### src/rtl/qspi_pkg.sv
// Shared constants and types for the QSPI device-side interface.
// Holds tristate patterns, the frame state enum and small lane helpers.
package qspi_pkg;

    localparam logic [3:0] TRIS_IDLE   = 4'b1111;
    localparam logic [3:0] TRIS_X1     = 4'b1101;
    localparam logic [3:0] TRIS_X4_OUT = 4'b0000;

    typedef enum logic {
        ST_IDLE,
        ST_ACTIVE
    } state_e;

    // Tristate pattern for the latched lane mode.
    function automatic logic [3:0] tris_for(input logic quad,
                                            input logic qtx);
        if (!quad)
            return TRIS_X1;
        else if (qtx)
            return TRIS_X4_OUT;
        else
            return TRIS_IDLE;
    endfunction

    // Pin value for the top nibble of the tx shifter.
    function automatic logic [3:0] drive_val(input logic       quad,
                                             input logic [3:0] hi);
        return quad ? hi : {2'b00, hi[3], 1'b0};
    endfunction

endpackage

### src/rtl/qspi_input_sync.sv
// Multi-flop synchronizer for asynchronous pin inputs.
// Each bit resets to its own value from RST_VAL.
module qspi_input_sync #(
    parameter int               WIDTH   = 1,
    parameter int               STAGES  = 2,
    parameter logic [WIDTH-1:0] RST_VAL = '0
) (
    input  logic             clk_i,
    input  logic             rst_ni,
    input  logic [WIDTH-1:0] d_i,
    output logic [WIDTH-1:0] q_o
);

    logic [WIDTH-1:0] stage_q [STAGES];

    // Shift the pin value through the flop chain.
    always_ff @(posedge clk_i or negedge rst_ni) begin
        if (!rst_ni) begin
            for (int i = 0; i < STAGES; i++)
                stage_q[i] <= RST_VAL;
        end else begin
            stage_q[0] <= d_i;
            for (int i = 1; i < STAGES; i++)
                stage_q[i] <= stage_q[i-1];
        end
    end

    assign q_o = stage_q[STAGES-1];

endmodule

### src/rtl/qspi_device_interface.sv
// QSPI device (target) front end: mode 0, x1 or x4 lanes.
// Oversamples SCK/CS/DQ in the clk domain and moves whole bytes.
module qspi_device_interface
    import qspi_pkg::*;
#(
    parameter int SYNC_STAGES = 2
) (
    input  logic       clk,
    input  logic       rst_n,
    input  logic       qspi_cs_n,
    input  logic       qspi_sck,
    input  logic [3:0] qspi_dq_in,
    output logic [3:0] qspi_dq_out,
    output logic [3:0] qspi_dq_tris,
    input  logic       quad_mode,
    input  logic       quad_tx,
    output logic       frame_start,
    output logic       frame_end,
    output logic       rx_valid,
    output logic [7:0] rx_data,
    input  logic [7:0] tx_data,
    output logic       tx_req
);

    // Sync reset image: {cs_n, sck, dq[3:0]} = idle bus.
    localparam logic [5:0] SYNC_RST = 6'b10_0000;

    logic [5:0] pins_s;
    logic       cs_s, sck_s;
    logic [3:0] dq_s;

    qspi_input_sync #(
        .WIDTH   (6),
        .STAGES  (SYNC_STAGES),
        .RST_VAL (SYNC_RST)
    ) u_sync (
        .clk_i  (clk),
        .rst_ni (rst_n),
        .d_i    ({qspi_cs_n, qspi_sck, qspi_dq_in}),
        .q_o    (pins_s)
    );

    assign cs_s  = pins_s[5];
    assign sck_s = pins_s[4];
    assign dq_s  = pins_s[3:0];

    state_e                 state_q, state_d;
    logic [SYNC_STAGES-1:0] flush_q;
    logic                   armed_q;
    logic                   sck_q;
    logic                   quad_q, qtx_q;
    logic [3:0]             cnt_q;
    logic [6:0]             rx_sh_q;
    logic [7:0]             tx_sh_q;
    logic [7:0]             rx_data_q;
    logic [3:0]             dq_out_q, tris_q;
    logic                   rx_valid_q, tx_req_q;
    logic                   fstart_q, fend_q;

    logic       start, stop, rise_en, fall_en;
    logic       sck_rise, sck_fall, byte_done;
    logic [3:0] step, cnt_nxt;
    logic [7:0] rx_nxt;

    assign sck_rise  = sck_s & ~sck_q;
    assign sck_fall  = ~sck_s & sck_q;
    assign step      = quad_q ? 4'd4 : 4'd1;
    assign cnt_nxt   = cnt_q + step;
    assign byte_done = rise_en && (cnt_nxt == 4'd8);
    assign rx_nxt    = quad_q ? {rx_sh_q[3:0], dq_s}
                              : {rx_sh_q, dq_s[0]};

    // Frame FSM: CS level decides; SCK edges only count while active.
    always_comb begin
        state_d = state_q;
        start   = 1'b0;
        stop    = 1'b0;
        rise_en = 1'b0;
        fall_en = 1'b0;
        unique case (state_q)
            ST_IDLE: begin
                if (armed_q && !cs_s) begin
                    state_d = ST_ACTIVE;
                    start   = 1'b1;
                end
            end
            ST_ACTIVE: begin
                if (cs_s) begin
                    state_d = ST_IDLE;
                    stop    = 1'b1;
                end else begin
                    rise_en = sck_rise;
                    fall_en = sck_fall;
                end
            end
        endcase
    end

    // State register plus arming: CS must be seen high once the
    // synchronizer has flushed, so a CS held low through reset is ignored.
    always_ff @(posedge clk or negedge rst_n) begin
        if (!rst_n) begin
            state_q <= ST_IDLE;
            flush_q <= '0;
            armed_q <= 1'b0;
        end else begin
            state_q <= state_d;
            flush_q <= {flush_q[SYNC_STAGES-2:0], 1'b1};
            if (flush_q[SYNC_STAGES-1] && cs_s)
                armed_q <= 1'b1;
        end
    end

    // Datapath: rx/tx shifters, bit count, lane mode and pin drive.
    always_ff @(posedge clk or negedge rst_n) begin
        if (!rst_n) begin
            sck_q      <= 1'b0;
            quad_q     <= 1'b0;
            qtx_q      <= 1'b0;
            cnt_q      <= '0;
            rx_sh_q    <= '0;
            tx_sh_q    <= '0;
            rx_data_q  <= '0;
            dq_out_q   <= '0;
            tris_q     <= TRIS_IDLE;
            rx_valid_q <= 1'b0;
            tx_req_q   <= 1'b0;
            fstart_q   <= 1'b0;
            fend_q     <= 1'b0;
        end else begin
            sck_q      <= sck_s;
            fstart_q   <= start;
            fend_q     <= stop;
            rx_valid_q <= byte_done;
            tx_req_q   <= (fstart_q | rx_valid_q) &&
                          (state_q == ST_ACTIVE) && !cs_s;
            if (start) begin
                quad_q   <= quad_mode;
                qtx_q    <= quad_tx;
                cnt_q    <= '0;
                rx_sh_q  <= '0;
                tx_sh_q  <= quad_mode ? {tx_data[3:0], 4'b0000}
                                      : {tx_data[6:0], 1'b0};
                dq_out_q <= drive_val(quad_mode, tx_data[7:4]);
                tris_q   <= tris_for(quad_mode, quad_tx);
            end else if (stop) begin
                cnt_q    <= '0;
                dq_out_q <= '0;
                tris_q   <= TRIS_IDLE;
            end else begin
                if (rise_en) begin
                    rx_sh_q <= rx_nxt[6:0];
                    cnt_q   <= byte_done ? 4'd0 : cnt_nxt;
                    if (byte_done) begin
                        rx_data_q <= rx_nxt;
                        tx_sh_q   <= tx_data;
                        quad_q    <= quad_mode;
                        qtx_q     <= quad_tx;
                        tris_q    <= tris_for(quad_mode, quad_tx);
                    end
                end
                if (fall_en) begin
                    dq_out_q <= drive_val(quad_q, tx_sh_q[7:4]);
                    tx_sh_q  <= quad_q ? (tx_sh_q << 4) : (tx_sh_q << 1);
                end
            end
        end
    end

    assign qspi_dq_out  = dq_out_q;
    assign qspi_dq_tris = tris_q;
    assign rx_data      = rx_data_q;
    assign rx_valid     = rx_valid_q;
    assign tx_req       = tx_req_q;
    assign frame_start  = fstart_q;
    assign frame_end    = fend_q;

endmodule

### config.mk
export PLATFORM = sky130hd
export DESIGN_NAME = qspi_device_interface
export DESIGN_NICKNAME = d
export VERILOG_FILES = /design/src/rtl/qspi_pkg.sv /design/src/rtl/qspi_input_sync.sv /design/src/rtl/qspi_device_interface.sv
export SDC_FILE = /design/constraint.sdc
export NUM_CORES = 1
export LEC_CHECK = 0
export ABC_CLOCK_PERIOD_IN_PS = 4700
export BUFFER_PORTS_ARGS = -buffer_cell sky130_fd_sc_hd__buf_2
export CORE_ASPECT_RATIO = 0.9
export CORE_MARGIN = 2
export CORE_UTILIZATION = 60
export CTS_CLUSTER_SIZE = 30
export DETAILED_ROUTE_END_ITERATION = 8
export PLACE_DENSITY = 0.84
export SYNTH_ARGS = -nofsm -noshare
export SYNTH_HDL_FRONTEND = slang
export SYNTH_HIERARCHICAL = 1
export SYNTH_SLANG_ARGS = --single-unit
### constraint.sdc
create_clock -name clk -period 4.7 [get_ports clk]
set_clock_uncertainty 0.15 [all_clocks]
set_input_delay 0.94 -clock clk [delete_from_list [all_inputs] [get_ports clk]]
set_output_delay 0.94 -clock clk [all_outputs]
set_load 0.05 [all_outputs]
# == After elaboration in Yosys (flattened, before gate mapping) ==
# Index checks and enable logic that the tools add are counted.
# word_totals
regBits,57
wordCells,87
latchBits,0
rom_bits,0
mem_bits_rw,0
output_inout_bits,20
input_bits,18
n_memories,0
# op_classes
magnitude_cmp,0
eq_ne,2
add_sub_neg,1
shift,0
multipliers,0
div,0
bitwise,8
n_reduce_logical,18
mux,41
# op_table
operator,count
$mux W8,8
$mux W4,15
$mux W7,3
$reduce_bool A3 Y1,5
$mux W1,13
$reduce_and A3 Y1,2
$logic_and A1 B1 Y1,5
$not A1 Y1,5
$add A4 B3 Y4,1
$eq A4 B4 Y1 const B,1
$reduce_and A2 Y1,2
$reduce_and A4 Y1,1
$reduce_bool A2 Y1,2
$mux W3,1
$and A1 B1 Y1,2
$ne A2 B2 Y1 const B,1
$pmux W1 S2,1
$logic_not A1 Y1,1
$or A1 B1 Y1,1

# == Depth between registers and ports, before layout ==
# logic_depth
word_depth,10
ltp_mapped,9
depth_no_buf,7

# == Modules after synthesis ==
# Netlist, hierarchy kept.
# by_module_without_submodules
module,seq_area_each_um2,area_each_um2,cells_each,n_inst
qspi_device_interface,1078.5,2134.5,188,1
qspi_input_sync,302.8,347.8,18,1

# == Least setup slack after synthesis ==
# OpenSTA, ideal clock, no wires.
# synth_timing
path_type,register to register
startpoint,register quad_q
endpoint,register tx_sh_q[1]
required_time_ps,4425
path_stages_with_launch,10
arrival_ps,2593
period_less_slack_ps,2868
slack_ps,1832
path_buffers,2
path_cell_list,dfrtp_1 clkbuf_1 buf_2 inv_1 ha_1 ha_1 xor2_1 or4_4 o21ai_4 mux2_2
# synth_via
elab_chain_len,6
elab_cells_between_ends,10
classes_between,add/sub: 1; eq/ne: 1; mux: 5; reduce/logical: 3
# synth_rtl
element,line_no,text
from (decl),qspi_device_interface.sv:51,"logic quad_q, qtx_q;"
from (signal assigned),qspi_device_interface.sv:138,quad_q <= quad_mode;
from (signal assigned),qspi_device_interface.sv:157,quad_q <= quad_mode;
$mux W3,qspi_device_interface.sv:67,assign step = quad_q ? 4'd4 : 4'd1;
$add A4 B3 Y4,qspi_device_interface.sv:68,assign cnt_nxt = cnt_q + step;
$eq A4 B4 Y1,qspi_device_interface.sv:69,assign byte_done = rise_en && (cnt_nxt == 4'd8);
$logic_and A1 B1 Y1,qspi_device_interface.sv:69,
$reduce_bool A3 Y1 (no line),n/a,
$reduce_and A3 Y1 (no line),n/a,
to (signal assigned),qspi_device_interface.sv:142,"tx_sh_q <= quad_mode ? {tx_data[3:0], 4'b0000}"
to (signal assigned),qspi_device_interface.sv:156,tx_sh_q <= tx_data;
to (signal assigned),qspi_device_interface.sv:164,tx_sh_q <= quad_q ? (tx_sh_q << 4) : (tx_sh_q << 1);
to (decl),qspi_device_interface.sv:54,logic [7:0] tx_sh_q;
# Parallel ways exist; a longest one is shown, timed or not. The select of a mux whose other input is x is not followed.
# A chain may end at the register's enable or synchronous reset.

# == Final worst setup path ==
# Ends and elaborated chain as after synthesis.

==> results_dict.tcl <==
set metrics [dict create \
    layout.nets 257 \
    rows 22 \
    critPathArrivalTime_ns 3.10 \
    cts_sinks 55 \
    grt_overflow 0 \
    syn_inst 206 \
    grt_max_degree 56 \
    initial_utilization 0.618 \
    tightest_slew_ns 0.758 \
    dr.pass1.iters 4 \
    startpoint_type "flop" \
    pwr-share-clk 0.325 \
    async_reset_ff_frac 1.00 \
    swShare 0.270 \
    cts_setup_buffers 0 \
    clk_path_buf_depth 2 \
    syn_area_mm2 0.00248 \
    worstPathMaxFanout 18 \
    max_freq_ghz 0.327 \
    setup_viol 0 \
    vias 1629 \
    fillCellCount 304 \
    portBuffers 37 \
    io-pin-count 38 \
    die_area_mm2 0.00467 \
    switching_power_mw 0.296 \
    placed_area_mm2 0.00267 \
    cp.buffers_inverters 1 \
    cts-resized-gates 0 \
    crit_path_end_kind "flop" \
    drc 0 \
    track_usage 0.217 \
    utilization 0.697 \
    ant_nets 0 \
    area_delta_synth_final_pct 12.8 \
    syn-num-nets 227 \
    stdcell_area_mm2 0.00280 \
    cp_top_family "flip-flops" \
    drt-initial-drc-count 134 \
    antenna_found_initial 0 \
    synth_edf_count 0 \
    synth_ff_type "dfrtp_1" \
    path_class "flop to flop" \
    hold_path.class "flop to flop" \
    die_h_um 65.0 \
    ys_types 39 \
    yosys_register_bits 55 \
    synth_area_per_cell_um2 12.1 \
    critical_path_required_ns 4.74 \
    total_power_mw 1.10 \
    multiInputGateArea_mm2 0.00101 \
    wl_per_cell_um 15.5 \
    routed_via_density 5.72 \
    p_leak_nw 1.29 \
    register_area_mm2 0.00138 \
    antennaDiodeCount 0 \
    die_w_um 71.8 \
    drv_slew 0 \
    cp_slowest_cell "dfrtp_1" \
    grt_pass1_vias 1540 \
    fin_setup_tns_ns 0 \
    seqPwrFrac 0.500 \
    hold_viol 0 \
    drive_gt1_frac 0.342 \
    ys_seq_area_frac 0.556 \
    ir_drop_uv 252 \
    design.core.area_mm2 0.00402 \
    cts_made_buffers 5 \
    crit_top_cell "ha_1" \
    fin_crit_sh 0.651 \
    period_needed_ns 3.06 \
    hold_buffers 0 \
    relSlewSlack 0.495 \
    rsz0062_at_grt "no" \
    internal_power_mw 0.800 \
    crit_chain "inv_1 -> ha_1 -> ha_1 -> xor2_1 -> or4_4 -> o21ai_4 -> mux2_2" \
    grt_pass1_wl_um 7630 \
    clock_latency_ns 0.30 \
    clock-root-buffer "clkbuf_8" \
    clk_pin_slew_worst_paths_ns 0.09 \
    cpPeakStageDelay_ns 0.84 \
    cts.htree.levels 2 \
    hpwl_um 3030 \
    p_per_area_mw_per_mm2 391 \
    finalWirelength_um 4430 \
    power_frac_comb 0.175 \
    yosys_warnings 6 \
    place_congestion 0.849 \
    cap_violations 0 \
    status "completed" \
    cts_tree "yes" \
]
worst reg2reg max path: cells and delay by family, from the launching register on:
kind	cells	cell delay, ns
flip-flops	1	0.84
AND/OR/NAND/NOR	1	0.55
adder cells (fa/ha/maj)	2	0.45
multiplexers	1	0.37
AO/OA/AOI/OAI	1	0.27
XOR/XNOR	1	0.18
buffers and inverters	1	0.14
power groups by stage:
| stage | sequential (mW) | combinational (mW) | clock [mW] |
|---|---|---|---|
| final | 0.548 | 0.192 | 0.356 |
| after global routing | 0.554 | 0.208 | 0.384 |
| after CTS | 0.547 | 0.194 | 0.365 |
| after detailed placement | 0.556 | 0.192 | 0 |
| after global placement | 0.554 | 0.189 | 0 |
| after floorplan | 0.585 | 0.113 | 0 |
worst paths after layout:
kind | slack, ns | cells past startpoint | startpoint | to
setup / recovery | 1.64 | 7 | quad_q$_DFFE_PN0P_ | tx_sh_q[1]$_DFFE_PN0P_
hold / removal | 0.20 | 0 | u_sync/stage_q[8]$_DFF_PN0_ | u_sync/q_o[2]$_DFF_PN0_
setup reg to reg | 1.64 | 7 | quad_q$_DFFE_PN0P_ | tx_sh_q[1]$_DFFE_PN0P_
hold reg to reg | 0.20 | 0 | u_sync/stage_q[8]$_DFF_PN0_ | u_sync/q_o[2]$_DFF_PN0_
max in group asynchronous | 3.36 | 2 | rst_n | qspi_dq_out[2]$_DFFE_PN0P_
min in group asynchronous | 0.59 | 2 | rst_n | u_sync/q_o[3]$_DFF_PN0_
cells in the final DEF, fill, tap and decap left out, types with 2 or more instances in the layout:
master,n
nand2_1,14
a22o_1,4
mux2i_1,15
a32oi_1,3
bufinv_16,2
a21oi_1,13
ha_1,3
a21o_1,2
xor2_1,2
buf_2,37
clkbuf_8,5
buf_4,4
dfstp_2,4
dfrtp_1,51
mux2_2,22
nor2_1,10
nor2b_1,4
nand3b_1,3
o21ai_0,14
and2_1,2
through the flow:
step	cells	worst slack [ns]	hold WS, ns
6_report	285	1.64	0.204
2_1_floorplan	206	1.83	0.181
3_5_place_dp	277	1.66	0.185
3_3_place_gp	277	1.73	0.183
5_1_grt	285	1.46	0.215
4_1_cts	285	1.64	0.206
Yosys cell counts, types with 4 or more instances:
master    number  area share
nor2b_1        4       0.010
dfrtp_1       51        0.51
mux2i_1       15       0.060
nor2_1        10       0.015
nand2_1       14       0.021
dfstp_2        4       0.042
buf_4          8       0.024
a22o_1         4       0.014
mux2_2        22        0.10
clkbuf_1       7       0.011
o21ai_0       14       0.028
a21oi_1       13       0.026
layer usage:
metal / GRT usage / up-vias / routed length (um)
li1: - / 781 / -
met1: 0.316 / 804 / 2120
met2: 0.317 / 42 / 2070
met3: 0.0638 / 2 / 209
met4: 0.0637 / 0 / 27
met5: 0 / - / 0
cell type report:
| type | count | share of cell area |
|---|---|---|
| well taps | 48 | 0.0214 |
| repair buffers | 41 | 0.0769 |
| multi-input cells | 132 | 0.360 |
| inverters | 1 | 0.00134 |
| flip-flops and latches | 55 | 0.493 |
| clock buffers | 6 | 0.0259 |
| clock inverters | 2 | 0.0214 |
logic make-up after synthesis:
| group | synth area share |
|---|---|
| other cells | 0.00151 |
| simple gates | 0.105 |
| buf+inv | 0.0423 |
| compound gates | 0.104 |
| xor+xnor | 0.0106 |
| flops | 0.556 |
| fa+ha+maj | 0.0151 |
| mux | 0.165 |
flip-flops by register name, summed over array words and instances, names as in the netlist:
| signal | count |
|---|---|
| u_sync/stage_q | 6 |
| qspi_dq_tris | 2 |
| tx_sh_q | 8 |
| qspi_dq_out | 4 |
| u_sync/q_o | 6 |
| frame_end | 1 |
| state_q | 1 |
| sck_q | 1 |
| tx_req | 1 |
| quad_q | 1 |
| rx_valid | 1 |
| frame_start | 1 |
| rx_data | 8 |
| armed_q | 1 |
| flush_q | 2 |
| rx_sh_q | 7 |
| cnt_q | 4 |
Note: power is estimated with default switching activity, not from simulation.
